--- src/rtl/mem_transfer_ctrl.sv ---
// mem_transfer_ctrl: fills memory A from a valid/ready source, copies A into B,
// and accumulates a modulo-2^DATA_W checksum of the words written to B.
module mem_transfer_ctrl #(
  parameter int unsigned DEPTH  = 8,
  parameter int unsigned CNT_W  = 3,
  parameter int unsigned DATA_W = 8
) (
  input  logic              clock,
  input  logic              Reset,
  input  logic              Start,
  input  logic [DATA_W-1:0] DataIn,
  input  logic              DataValid,
  output logic              DataReady,
  output logic              MemReset,
  output logic              IncA,
  output logic              WEA,
  output logic [DATA_W-1:0] DataInA,
  input  logic [DATA_W-1:0] Dout1,
  output logic              IncB,
  output logic              WEB,
  output logic [DATA_W-1:0] DataInB,
  output logic              Busy,
  output logic              Done,
  output logic [DATA_W-1:0] Checksum
);

  localparam logic [CNT_W-1:0] LAST_IDX = CNT_W'(DEPTH - 1);

  typedef enum logic [2:0] {
    S_IDLE  = 3'd0,
    S_CLR   = 3'd1,
    S_FILL  = 3'd2,
    S_RWND  = 3'd3,
    S_XFER  = 3'd4,
    S_DRAIN = 3'd5,
    S_DONE  = 3'd6
  } state_t;

  state_t            state, state_n;
  logic [CNT_W-1:0]  fill_cnt, fill_cnt_n;
  logic [CNT_W-1:0]  xfer_cnt, xfer_cnt_n;
  logic              ready_n, mem_reset_n, inc_a_n, we_a_n, inc_b_n, we_b_n;
  logic              busy_n, done_n;
  logic [DATA_W-1:0] data_in_a_n, data_in_b_n, checksum_n;

  // Next state plus the value every registered output takes after the next edge
  always_comb begin
    state_n     = state;
    fill_cnt_n  = fill_cnt;
    xfer_cnt_n  = xfer_cnt;
    data_in_a_n = DataInA;
    data_in_b_n = DataInB;
    checksum_n  = Checksum;
    ready_n     = 1'b0;
    inc_a_n     = 1'b0;
    we_a_n      = 1'b0;
    inc_b_n     = 1'b0;
    we_b_n      = 1'b0;

    case (state)
      S_IDLE: begin
        if (Start) begin
          state_n    = S_CLR;
          checksum_n = '0;
        end
      end
      S_CLR: begin
        state_n    = S_FILL;
        fill_cnt_n = '0;
        ready_n    = 1'b1;
      end
      S_FILL: begin
        ready_n = 1'b1;
        if (DataValid && DataReady) begin
          // accepted word is written to A during the following cycle
          data_in_a_n = DataIn;
          inc_a_n     = 1'b1;
          we_a_n      = 1'b1;
          if (fill_cnt == LAST_IDX) begin
            fill_cnt_n = '0;
            ready_n    = 1'b0;
            state_n    = S_RWND;
          end else begin
            fill_cnt_n = fill_cnt + CNT_W'(1);
          end
        end
      end
      S_RWND: begin
        state_n    = S_XFER;
        xfer_cnt_n = '0;
        inc_a_n    = 1'b1;
      end
      S_XFER: begin
        // A was read on the previous falling edge; forward that word to B
        data_in_b_n = Dout1;
        checksum_n  = Checksum + Dout1;
        inc_b_n     = 1'b1;
        we_b_n      = 1'b1;
        if (xfer_cnt == LAST_IDX) begin
          xfer_cnt_n = '0;
          state_n    = S_DRAIN;
        end else begin
          xfer_cnt_n = xfer_cnt + CNT_W'(1);
          inc_a_n    = 1'b1;
        end
      end
      S_DRAIN: state_n = S_DONE;
      S_DONE:  state_n = S_IDLE;
      default: state_n = S_IDLE;
    endcase

    mem_reset_n = (state_n == S_CLR) || (state_n == S_RWND);
    busy_n      = (state_n != S_IDLE);
    done_n      = (state_n == S_DONE);
  end

  // State, counters and registered outputs
  always_ff @(posedge clock or negedge Reset) begin
    if (!Reset) begin
      state     <= S_IDLE;
      fill_cnt  <= '0;
      xfer_cnt  <= '0;
      DataReady <= 1'b0;
      MemReset  <= 1'b1;
      IncA      <= 1'b0;
      WEA       <= 1'b0;
      DataInA   <= '0;
      IncB      <= 1'b0;
      WEB       <= 1'b0;
      DataInB   <= '0;
      Busy      <= 1'b0;
      Done      <= 1'b0;
      Checksum  <= '0;
    end else begin
      state     <= state_n;
      fill_cnt  <= fill_cnt_n;
      xfer_cnt  <= xfer_cnt_n;
      DataReady <= ready_n;
      MemReset  <= mem_reset_n;
      IncA      <= inc_a_n;
      WEA       <= we_a_n;
      DataInA   <= data_in_a_n;
      IncB      <= inc_b_n;
      WEB       <= we_b_n;
      DataInB   <= data_in_b_n;
      Busy      <= busy_n;
      Done      <= done_n;
      Checksum  <= checksum_n;
    end
  end

endmodule

--- config.mk ---
export PLATFORM = sky130hd
export DESIGN_NAME = mem_transfer_ctrl
export DESIGN_NICKNAME = d
export VERILOG_FILES = /design/src/rtl/mem_transfer_ctrl.sv
export SDC_FILE = /design/constraint.sdc
export NUM_CORES = 1
export LEC_CHECK = 0
export BUFFER_PORTS_ARGS = -buffer_cell sky130_fd_sc_hd__buf_4
export CORE_MARGIN = 2
export CORE_UTILIZATION = 50
export DETAILED_ROUTE_END_ITERATION = 10
export GPL_TIMING_DRIVEN = 1
export PLACE_DENSITY = 0.76
export REMOVE_ABC_BUFFERS = 1
export SLEW_MARGIN = 30
export SYNTH_ARGS = -nofsm -noshare
export SYNTH_HDL_FRONTEND = slang
export SYNTH_SLANG_ARGS = --single-unit
--- constraint.sdc ---
create_clock -name clock -period 3.5 [get_ports clock]
set_input_delay 0.175 -clock clock [delete_from_list [all_inputs] [get_ports clock]]
set_output_delay 0.175 -clock clock [all_outputs]
set_load 0.01 [all_outputs]
==> run_results.csv, run 1 <==
group,metric,value,unit
status,outcome,"finished, final reports clean",
sta,period_share,0.590,
synthesis,ys.flop_type,"dfrtp_1",
detailed_routing,drtAntennaViolNets,0,
sta,tightest_slew,701,ps
synthesis,synthTopCellsByArea,"dfrtp_1 49%, ha_1 6.9%, nand2_1 6.8%, mux2_2 3.4%, nor2_1 2.5%",
worst_setup_path,cp-end-kind,"flop",
synthesis,ys_ff_latch,40,
worst_setup_path,worst-endpoint-arrival,2230,ps
synthesis,synth.area.mux_share,0.0610,
cells_and_area,area_growth_syn_to_layout,24.5,%
clock_network,clockRootBuffer,"clkbuf_8",
cells_and_area,fillers,300,
clock_network,clockBufferDepth,2,
synthesis,synth_top_family_by_area,"simple AND/OR/NAND/NOR gates",
synthesis,ys_seq_area_frac,0.503,
detailed_routing,post_drt_wl_per_cell,14.3,um
global_routing,grt_pass1_wl,6800,um
detailed_routing,viasPerCell,5.46,
placement,hpwl,2980,um
pwr,p_per_area,823,nW/um2
floorplanning,initial_core_util,0.532,
sta,fin_skew,3.80,ps
global_routing,use_met1,0.248,
sta,relSlewSlack,0.529,
global_routing,use_met2,0.349,
floorplanning,dieArea,4500,um2
worst_setup_path,crit_required,3670,ps
synthesis,synthSimpleGateAreaFrac,0.166,
min_path,hp-class,"in2reg",
cells_and_area,drive_gt1_frac,0.295,
clock_network,clock_latency,290,ps
sta,hold_ws,88.2,ps
detailed_routing,num_vias,1594,
detailed_routing,totalWireLength,4180,um
synthesis,synth-edff-count,0,
pwr,leakage,1.25,nW
synthesis,synthXorXnorAreaFrac,0.0176,
sta,setup_tns,0,ps
global_routing,grt_usage,0.203,
job,maxCapViolCount,0,
sta,hold_violations,0,
pwr,switchingPower,0.000788,W
clock_network,htreeDepth,2,
floorplanning,fp.dieW,67.1,um
pwr,p_int,0.00125,W
pwr,p_sw_frac,0.387,
global_routing,antenna_found_initial,0,
pwr,power,0.00204,W
sta,finalCriticalPeriod,2060,ps
clock_network,cts_tree,"built",
synthesis,synthArstFlopShare,1.00,
detailed_routing,drtIter0Drc,146,
sta,max_freq,484,MHz
global_routing,use_met3,0.0541,
pwr,seqPwrFrac,0.400,
cells_and_area,finish.utilization,0.662,
synthesis,synth.avg_cell_area,10.4,um2
floorplanning,core,3740,um2
synthesis,synth_top_cell_area_share,0.490,
global_routing,grt.busiest_layer,"met2",
global_routing,grt_max_degree,41,
pwr,clock_power_share,0.143,
worst_setup_path,path_class,"reg2reg",
sta,report.final.slew_viol_count,0,
pwr,ir_worst_vdd,0.437,mV
synthesis,synth_top_cell_by_area,"dfrtp_1",
cells_and_area,n_antenna_cell,0,
placement,place_congestion,0.798,
detailed_routing,drc_errors,0,
synthesis,yosysWarnings,0,
synthesis,syn_inst,191,
placement,io_buffer_count,51,
floorplanning,rows,22,
clock_network,clock_sinks,40,
synthesis,synth_compound_gate_area_share,0.137,
synthesis,syn_area,1990,um2
clock_network,clk_pin_slew_worst_paths,70,ps
sta,rsz0062_at_grt,"no",
global_routing,grt_pass1_vias,1506,
worst_setup_path,crit_path_max_fanout,20,
global_routing,overflow,0,
detailed_routing,dr.pass1.iters,4,
floorplanning,chipHeight,67.1,um
synthesis,ys_types,46,
clock_network,cts_buffers,5,
cells_and_area,nNetsFinal,275,
sta,finalSetupViolCount,0,
worst_setup_path,cp-start-kind,"flop",
floorplanning,ios,52,
pwr,combinationalPowerShare,0.457,
synthesis,synthAdderAreaFrac,0.0792,
cell families after synthesis:
| logic type | after synthesis |
|---|---|
| multiplexers | 11 |
| AND/OR/NAND/NOR | 70 |
| adder cells (fa/ha/maj) | 12 |
| XOR/XNOR | 4 |
| buffers and inverters | 13 |
| AO/OA/AOI/OAI | 41 |
| flip-flops | 40 |
power by group through the flow:
stage / sequential (W) / combinational [W] / clock, W
after detailed placement: 0.000819 / 0.000933 / 0
final: 0.000814 / 0.000931 / 0.000292
after global routing: 0.000837 / 0.00103 / 0.000324
after floorplan: 0.000867 / 0.000489 / 0
after CTS: 0.000812 / 0.000940 / 0.000297
after global placement: 0.000813 / 0.000910 / 0
area by class of cell:
cell class | instances | area (um2) | area share
multi-input combinational | 138 | 917 | 0.370
tap | 48 | 60.1 | 0.0242
clock inverter | 1 | 5.00 | 0.00202
clock buffer | 7 | 76.3 | 0.0308
inverter | 6 | 23.8 | 0.00960
timing repair buffer | 52 | 393 | 0.159
sequential | 40 | 1000 | 0.405
flip-flops by register name, indices dropped and copies added, names as in the netlist:
name	count
MemReset	1
Done	1
xfer_cnt	3
DataInB	8
Busy	1
fill_cnt	3
DataReady	1
WEA	1
DataInA	8
state	3
IncA	1
WEB	1
Checksum	8
metal layers:
layer	up-vias	wire length (um)
li1	772	-
met1	761	1870
met2	55	1990
met3	6	273
met4	0	53
met5	-	0
metrics by stage:
stage,setup slack (ps),std cells,area [um2]
after floorplan,1620,184,1940
after global placement,1610,283,2390
after detailed placement,1500,283,2390
after CTS,1460,292,2480
after global routing,1310,292,2480
final,1440,292,2480
layout by cell type, fill, tap and decap left out, types with 5 or more instances in the layout:
| cell type | instances |
|---|---|
| clkbuf_8 | 5 |
| buf_4 | 51 |
| mux2_2 | 6 |
| dfrtp_1 | 39 |
| nor2_1 | 13 |
| a21oi_1 | 7 |
| nand2_1 | 36 |
| ha_1 | 11 |
| o21ai_0 | 8 |
| inv_1 | 5 |
timing repair:
action / 4_1_cts / 5_1_grt
setup buffers: 0 / 0
resized for setup: 0 / 0
hold endpoints to repair: 39 / 0
hold buffers: 1 / 0
worst max-delay path: stages, from the launching register on:
cell and delay (ps):
dfrtp_1 580, nor2_4 90, nand2_2 340, clkinv_2 310
o21ai_2 150, o211ai_2 90, a311oi_1 300, a211oi_1 80
cells in the mapped netlist (2+ instances only):
cell       n
a211oi_1   2
a21o_1     4
a21oi_1    7
a22o_1     2
a311oi_1   2
buf_2      2
buf_4      3
dfrtp_1   39
ha_1      11
inv_1      5
mux2_1     3
mux2_2     6
mux2i_1    2
nand2_1   36
nand2b_1   2
nand3_1    3
nor2_1    13
nor2_4     2
nor3_1     4
nor3b_1    3
o21ai_0    8
o21ai_1    4
o22ai_1    3
xnor2_1    3
worst paths after layout:
check	cells after the start	endpoint	slack, ps	start
worst max-delay path	7	Checksum[7]$_DFFE_PN0P_	1440	state[1]$_DFF_PN0_
worst min-delay path	3	DataInB[3]$_DFFE_PN0P_	90	Dout1[3]
worst max register to register	7	Checksum[7]$_DFFE_PN0P_	1440	state[1]$_DFF_PN0_
worst min register to register	2	DataInB[3]$_DFFE_PN0P_	480	DataInB[3]$_DFFE_PN0P_
max in group asynchronous	2	MemReset$_DFF_PN1_	2750	Reset
min in group asynchronous	2	WEB$_DFF_PN0_	390	Reset
No activity file was read; power rests on OpenSTA's default activity.
==> run 2, diff against run 1 <==
ABC_AREA = 1   (was not set)
PLACE_DENSITY = 0.77   (was 0.76)
clock period = 1.91 ns   (was 3.5 ns; I/O delays follow)
==> run_results.csv, run 2 <==
group,metric,value,unit
worst_setup_path,path_class,"reg2reg",
worst_setup_path,cp-start-kind,"flop",
synthesis,synthXorXnorAreaFrac,0.0137,
pwr,ir_worst_vdd,0.863,mV
sta,final.setup.worst_slack,380,ps
worst_setup_path,worst-endpoint-arrival,1750,ps
detailed_routing,met1_length,1730,um
worst_setup_path,cp-end-kind,"flop",
synthesis,ys.flop_type,"dfrtp_1",
global_routing,grt_pass1_vias,1505,
detailed_routing,drtIter0Drc,138,
synthesis,synthSimpleGateAreaFrac,0.271,
floorplanning,fp.dieW,65.8,um
cells_and_area,area_growth_syn_to_layout,31.6,%
sta,finalCriticalPeriod,1530,ps
clock_network,clock_sinks,40,
global_routing,grt_pass1_wl,6620,um
synthesis,ys_types,26,
pwr,power,0.00389,W
sta,rsz0062_at_grt,"no",
synthesis,ys_ff_latch,40,
sta,report.final.slew_viol_count,0,
synthesis,synth_top_cell_area_share,0.510,
placement,dp_worst_setup_slack,362,ps
detailed_routing,dr.pass1.iters,4,
worst_setup_path,path_cells,"ha_1 > fa_1 > nand2_1 > nand3_1 > nand2_1 > nand2_1 > o21ai_0",
placement,dp_cells,313,
synthesis,synth_top_cell_by_area,"dfrtp_1",
floorplanning,ios,52,
detailed_routing,top_layer,"met4",
sta,finalSetupViolCount,0,
worst_setup_path,slowest_delay,430,ps
synthesis,synthTopCellsByArea,"dfrtp_1 51%, nand2_1 19%, ha_1 7.2%, nand3_1 4.7%, inv_1 3.1%",
floorplanning,dieArea,4330,um2
sta,period_share,0.801,
detailed_routing,post_drt_wl_per_cell,11.8,um
status,outcome,"finished, final reports clean",
synthesis,yosysWarnings,0,
clock_network,clk_pin_slew_worst_paths,80,ps
detailed_routing,drtAntennaViolNets,0,
synthesis,synth.most_common_cell,"nand2_1",
global_routing,antenna_found_initial,0,
placement,place_congestion,0.808,
global_routing,grt_max_degree,41,
synthesis,synth_top_family_by_area,"simple AND/OR/NAND/NOR gates",
cells_and_area,mostFrequentLayoutCell,"nand2_1",
detailed_routing,viasPerCell,4.81,
pwr,leakage,1.45,nW
sta,hold_violations,0,
cells_and_area,nNetsFinal,311,
cells_and_area,n_antenna_cell,0,
worst_setup_path,crit_path_frequent_cell,"nand2_1",
sta,max_freq,654,MHz
synthesis,synth_compound_gate_area_share,0.0478,
cells_and_area,reg_top3,"Checksum (8), DataInA (8), DataInB (8)",
synthesis,synth-edff-count,0,
clock_network,cts_buffers,5,
floorplanning,initial_core_util,0.522,
cells_and_area,layout_common_cells,"95 x nand2_1, 52 x buf_4, 39 x dfrtp_1",
synthesis,syn_inst,217,
clock_network,clockRootBuffer,"clkbuf_8",
placement,placed_cell_area,2320,um2
job,maxCapViolCount,0,
detailed_routing,wl_met2,1860,um
floorplanning,rows,22,
sta,setup_tns,0,ps
detailed_routing,drc_errors,0,
worst_setup_path,crit_required,2130,ps
clock_network,clockBufferDepth,2,
min_path,hp-class,"in2reg",
synthesis,syn_area,1910,um2
sta,fin_skew,1.51,ps
clock_network,clock_latency,290,ps
sta,tightest_slew,493,ps
floorplanning,chipHeight,65.8,um
synthesis,synth.area.mux_share,0,
cells_and_area,finalNonFillerCells,328,
clock_network,cts_tree,"built",
worst_setup_path,cp_slowest_cell,"fa_1",
detailed_routing,dr_wl_met3,243,um
cells_and_area,drive_gt1_frac,0.257,
synthesis,synthArstFlopShare,1.00,
global_routing,grt_usage,0.202,
clock_network,htreeDepth,2,
pwr,p_per_area,1540,nW/um2
synthesis,synth_top_cells_by_count,"95 x nand2_1, 39 x dfrtp_1, 18 x nand3_1, 16 x inv_1, 11 x ha_1",
floorplanning,core,3660,um2
global_routing,overflow,0,
cells_and_area,fin_area,2520,um2
detailed_routing,num_vias,1579,
placement,io_buffer_count,51,
placement,hpwl,2760,um
synthesis,synthAdderAreaFrac,0.0825,
worst_setup_path,crit_path_max_fanout,3,
sta,relSlewSlack,0.671,
synthesis,synth.avg_cell_area,8.81,um2
synthesis,ys_seq_area_frac,0.524,
detailed_routing,totalWireLength,3880,um
## run 2: timing repair
item,CTS,global route
hold buffers,6,1
endpoints found under the hold margin,44,1
resized for setup,0,0
setup buffers,0,0
## run 2: cells by family after synthesis
logic type	count (synthesis)
xor gates and xnor gates	3
DFF	40
and+or+nand+nor	124
adders and majority gates	12
buffers and inverters	24
AOI/OAI and AO/OA	14
## run 2: power by group
part           switching, W  total, W  internal, W  leakage [nW]
sequential         0.000243   0.00145      0.00120         0.515
clock              0.000297  0.000724     0.000427        0.0614
combinational      0.000931   0.00172     0.000784         0.871
## run 2: stage by stage
step,util,hold WS [ps]
after global routing,0.687,6.61
after CTS,0.685,2.48
after floorplan,-,-200
after global placement,0.635,98.0
final,0.687,5.70
after detailed placement,0.635,97.0
## run 2: layer usage
| layer | global-route usage | up-vias |
|---|---|---|
| met3 | 0.0511 | 5 |
| met4 | 0.0651 | 0 |
| met5 | 0 | - |
| li1 | - | 808 |
| met1 | 0.265 | 719 |
| met2 | 0.327 | 47 |
## run 2: critical path: cells and delay by family (launching register included)
family | cells | cell delay [ps]
AOI/OAI and AO/OA | 1 | 130
DFF | 1 | 400
adders and majority gates | 2 | 640
and+or+nand+nor | 4 | 280
## run 2: layout make-up
type	count	area [um2]
tap	48	60.1
clock buffer	6	82.6
multi-input combinational	153	793
timing repair buffer	59	460
sequential	40	1000
clock inverter	2	38.8
fill	298	1140
inverter	20	78.8
## run 2: worst paths after layout
check                      slack [ps]                    start  cells past startpoint                 endpoint
min                                 6                DataIn[4]                      3   DataInA[4]$_DFFE_PN0P_
min reg2reg                       480   DataInA[4]$_DFFE_PN0P_                      2   DataInA[4]$_DFFE_PN0P_
max                               380  Checksum[0]$_DFFE_PN0P_                      7  Checksum[4]$_DFFE_PN0P_
max reg2reg                       380  Checksum[0]$_DFFE_PN0P_                      7  Checksum[4]$_DFFE_PN0P_
min in group asynchronous         320                    Reset                      2   DataInB[5]$_DFFE_PN0P_
max in group asynchronous        1240                    Reset                      2       MemReset$_DFF_PN1_
==> run 3, diff against run 2 <==
clock period = 1.5 ns   (was 1.91 ns; I/O delays follow)
==> run_results.csv, run 3 (synthesis gave the netlist of run 2 again) <==
group,metric,value,unit
worst_setup_path,cp-end-kind,"flop",
worst_setup_path,r2r-end,"Checksum[6]$_DFFE_PN0P_",
cells_and_area,drive_gt1_frac,0.287,
clock_network,clockRootBuffer,"clkbuf_8",
worst_setup_path,cp-start-kind,"flop",
worst_setup_path,crit_path_max_fanout,3,
pwr,seqPwrFrac,0.379,
sta,relSlewSlack,0.670,
detailed_routing,post_drt_wl_per_cell,12.3,um
status,outcome,"finished, final reports clean",
worst_setup_path,cp_slowest_cell,"fa_2",
job,maxCapViolCount,0,
detailed_routing,drtAntennaViolNets,0,
global_routing,overflow,0,
floorplanning,core,3660,um2
min_path,worst_hold_path.endpoint,"DataInB[1]$_DFFE_PN0P_",
detailed_routing,totalWireLength,4130,um
clock_network,clock_latency,300,ps
floorplanning,ios,52,
clock_network,clockBufferDepth,2,
cells_and_area,seq_area,1000,um2
clock_network,clk_pin_slew_worst_paths,70,ps
min_path,hp-start,"Dout1[1]",
detailed_routing,drc_errors,0,
sta,tightest_slew,495,ps
sta,max_freq,685,MHz
worst_setup_path,slowest_delay,410,ps
cells_and_area,multiInputGateArea,873,um2
global_routing,grt_usage,0.207,
min_path,hold_depth,3,
worst_setup_path,rr_startpoint,"Checksum[0]$_DFFE_PN0P_",
floorplanning,dieArea,4330,um2
sta,report.final.slew_viol_count,0,
global_routing,grt_pass1_wl,6690,um
global_routing,grt_max_degree,41,
min_path,hp-class,"in2reg",
sta,setup_tns,0,ps
clock_network,clock_sinks,40,
global_routing,grt_pass1_vias,1549,
floorplanning,chipHeight,65.8,um
placement,hpwl,2820,um
worst_setup_path,path_class,"reg2reg",
clock_network,cts_tree,"built",
sta,hold_violations,0,
detailed_routing,dr.pass1.iters,4,
worst_setup_path,crit_path_frequent_cell,"nand3_1",
floorplanning,initial_core_util,0.522,
floorplanning,rows,22,
cells_and_area,layout_common_cells,"95 x nand2_1, 55 x buf_4, 39 x dfrtp_1",
pwr,p_sw_frac,0.391,
placement,io_buffer_count,51,
pwr,ir_worst_vdd,0.949,mV
floorplanning,fp.dieW,65.8,um
pwr,clock_power_share,0.137,
detailed_routing,viasPerCell,4.86,
placement,place_congestion,0.824,
worst_setup_path,critPathTopFamily,"adder cells",
worst_setup_path,reg2reg_slack,40,ps
pwr,p_per_area,1860,nW/um2
cells_and_area,reg_top3,"Checksum (8), DataInA (8), DataInB (8)",
detailed_routing,num_vias,1639,
worst_setup_path,worst-path-stages,6,
detailed_routing,drtIter0Drc,75,
pwr,leakage,1.47,nW
worst_setup_path,path_cells,"ha_2 > fa_2 > nand3_1 > nand4_1 > nand3_1 > nand2_1",
cells_and_area,area_growth_syn_to_layout,38.4,%
global_routing,antenna_found_initial,0,
pwr,combinationalPowerShare,0.484,
sta,period_share,0.973,
worst_setup_path,worst-endpoint-arrival,1650,ps
worst_setup_path,crit_required,1690,ps
cells_and_area,fillers,268,
cells_and_area,mostFrequentLayoutCell,"nand2_1",
worst_setup_path,reg2reg_depth,6,
cells_and_area,nNetsFinal,321,
sta,final.setup.worst_slack,40.3,ps
worst_setup_path,worst-path-buf-inv,0,
pwr,switchingPower,0.00192,W
sta,finalSetupViolCount,0,
cells_and_area,n_antenna_cell,0,
sta,fin_skew,4.95,ps
clock_network,cts_buffers,5,
pwr,p_int,0.00299,W
placement,dp_worst_setup_slack,-11.0,ps
clock_network,htreeDepth,2,
sta,finalCriticalPeriod,1460,ps
sta,rsz0062_at_grt,"yes",
-- run 3: cell types whose count changed in the layout (fill, tap and decap cells not counted), sizes merged --
cell	previous run	this run
dlygate4sd3	7	14
bufinv	1	0
buf	52	55
-- run 3: through the flow --
step,hold slack (ps),cells,cell area [um2],power [W],utilization
floorplan,-221,213,1870,0.00311,-
global placement,75.6,315,2340,0.00400,0.639
detailed placement,74.6,315,2340,0.00408,0.639
CTS,4.68,336,2560,0.00479,0.699
global route,12.0,337,2650,0.00533,0.722
finish,7.34,337,2650,0.00491,0.722
-- run 3: worst max path at each step --
stage                       startpoint                      end  slack, ps
5_1_grt        Checksum[0]$_DFFE_PN0P_  Checksum[6]$_DFFE_PN0P_        -30
2_1_floorplan  Checksum[0]$_DFFE_PN0P_  Checksum[4]$_DFFE_PN0P_         30
3_3_place_gp   Checksum[0]$_DFFE_PN0P_  Checksum[4]$_DFFE_PN0P_         50
3_5_place_dp   Checksum[0]$_DFFE_PN0P_  Checksum[4]$_DFFE_PN0P_        -10
6_report       Checksum[0]$_DFFE_PN0P_  Checksum[6]$_DFFE_PN0P_         40
4_1_cts                       Dout1[4]  Checksum[7]$_DFFE_PN0P_         40
-- run 3: area by class of cell --
type | count | share of cell area
Clock buffer | 6 | 0.0274
Sequential cell | 40 | 0.379
Inverter | 20 | 0.0298
Tap cell | 48 | 0.0227
Timing Repair Buffer | 69 | 0.209
Multi-Input combinational cell | 153 | 0.330
Clock inverter | 1 | 0.00189
-- run 3: power by group through the flow --
stage               clock network, W  registers [W]  logic, W
global placement                   0        0.00184   0.00216
finish                      0.000674        0.00186   0.00238
floorplan                          0        0.00199   0.00112
detailed placement                 0        0.00185   0.00223
global route                0.000740        0.00192   0.00268
CTS                         0.000693        0.00184   0.00226
-- run 3: tightest hold or removal path: cells and delay by family --
family | cells | cell delay (ps)
and+or+nand+nor | 2 | 100
buffers and inverters | 1 | 100
-- run 3: metal layers --
| layer | routed length (um) | GRT usage | up-vias |
|---|---|---|---|
| li1 | - | - | 833 |
| met1 | 1870 | 0.265 | 759 |
| met2 | 2010 | 0.332 | 42 |
| met3 | 171 | 0.0511 | 5 |
| met4 | 91 | 0.0938 | 0 |
| met5 | 0 | 0 | - |
-- run 3: timing repair --
action                                  in CTS  in global routing
endpoints found under the hold margin       52                  0
cloned                                       0                  0
gates resized for setup                      1                 10
setup buffers                                0                  1
endpoints found under the setup margin       1                  4
pin swaps                                    0                  3
hold buffers                                14                  0
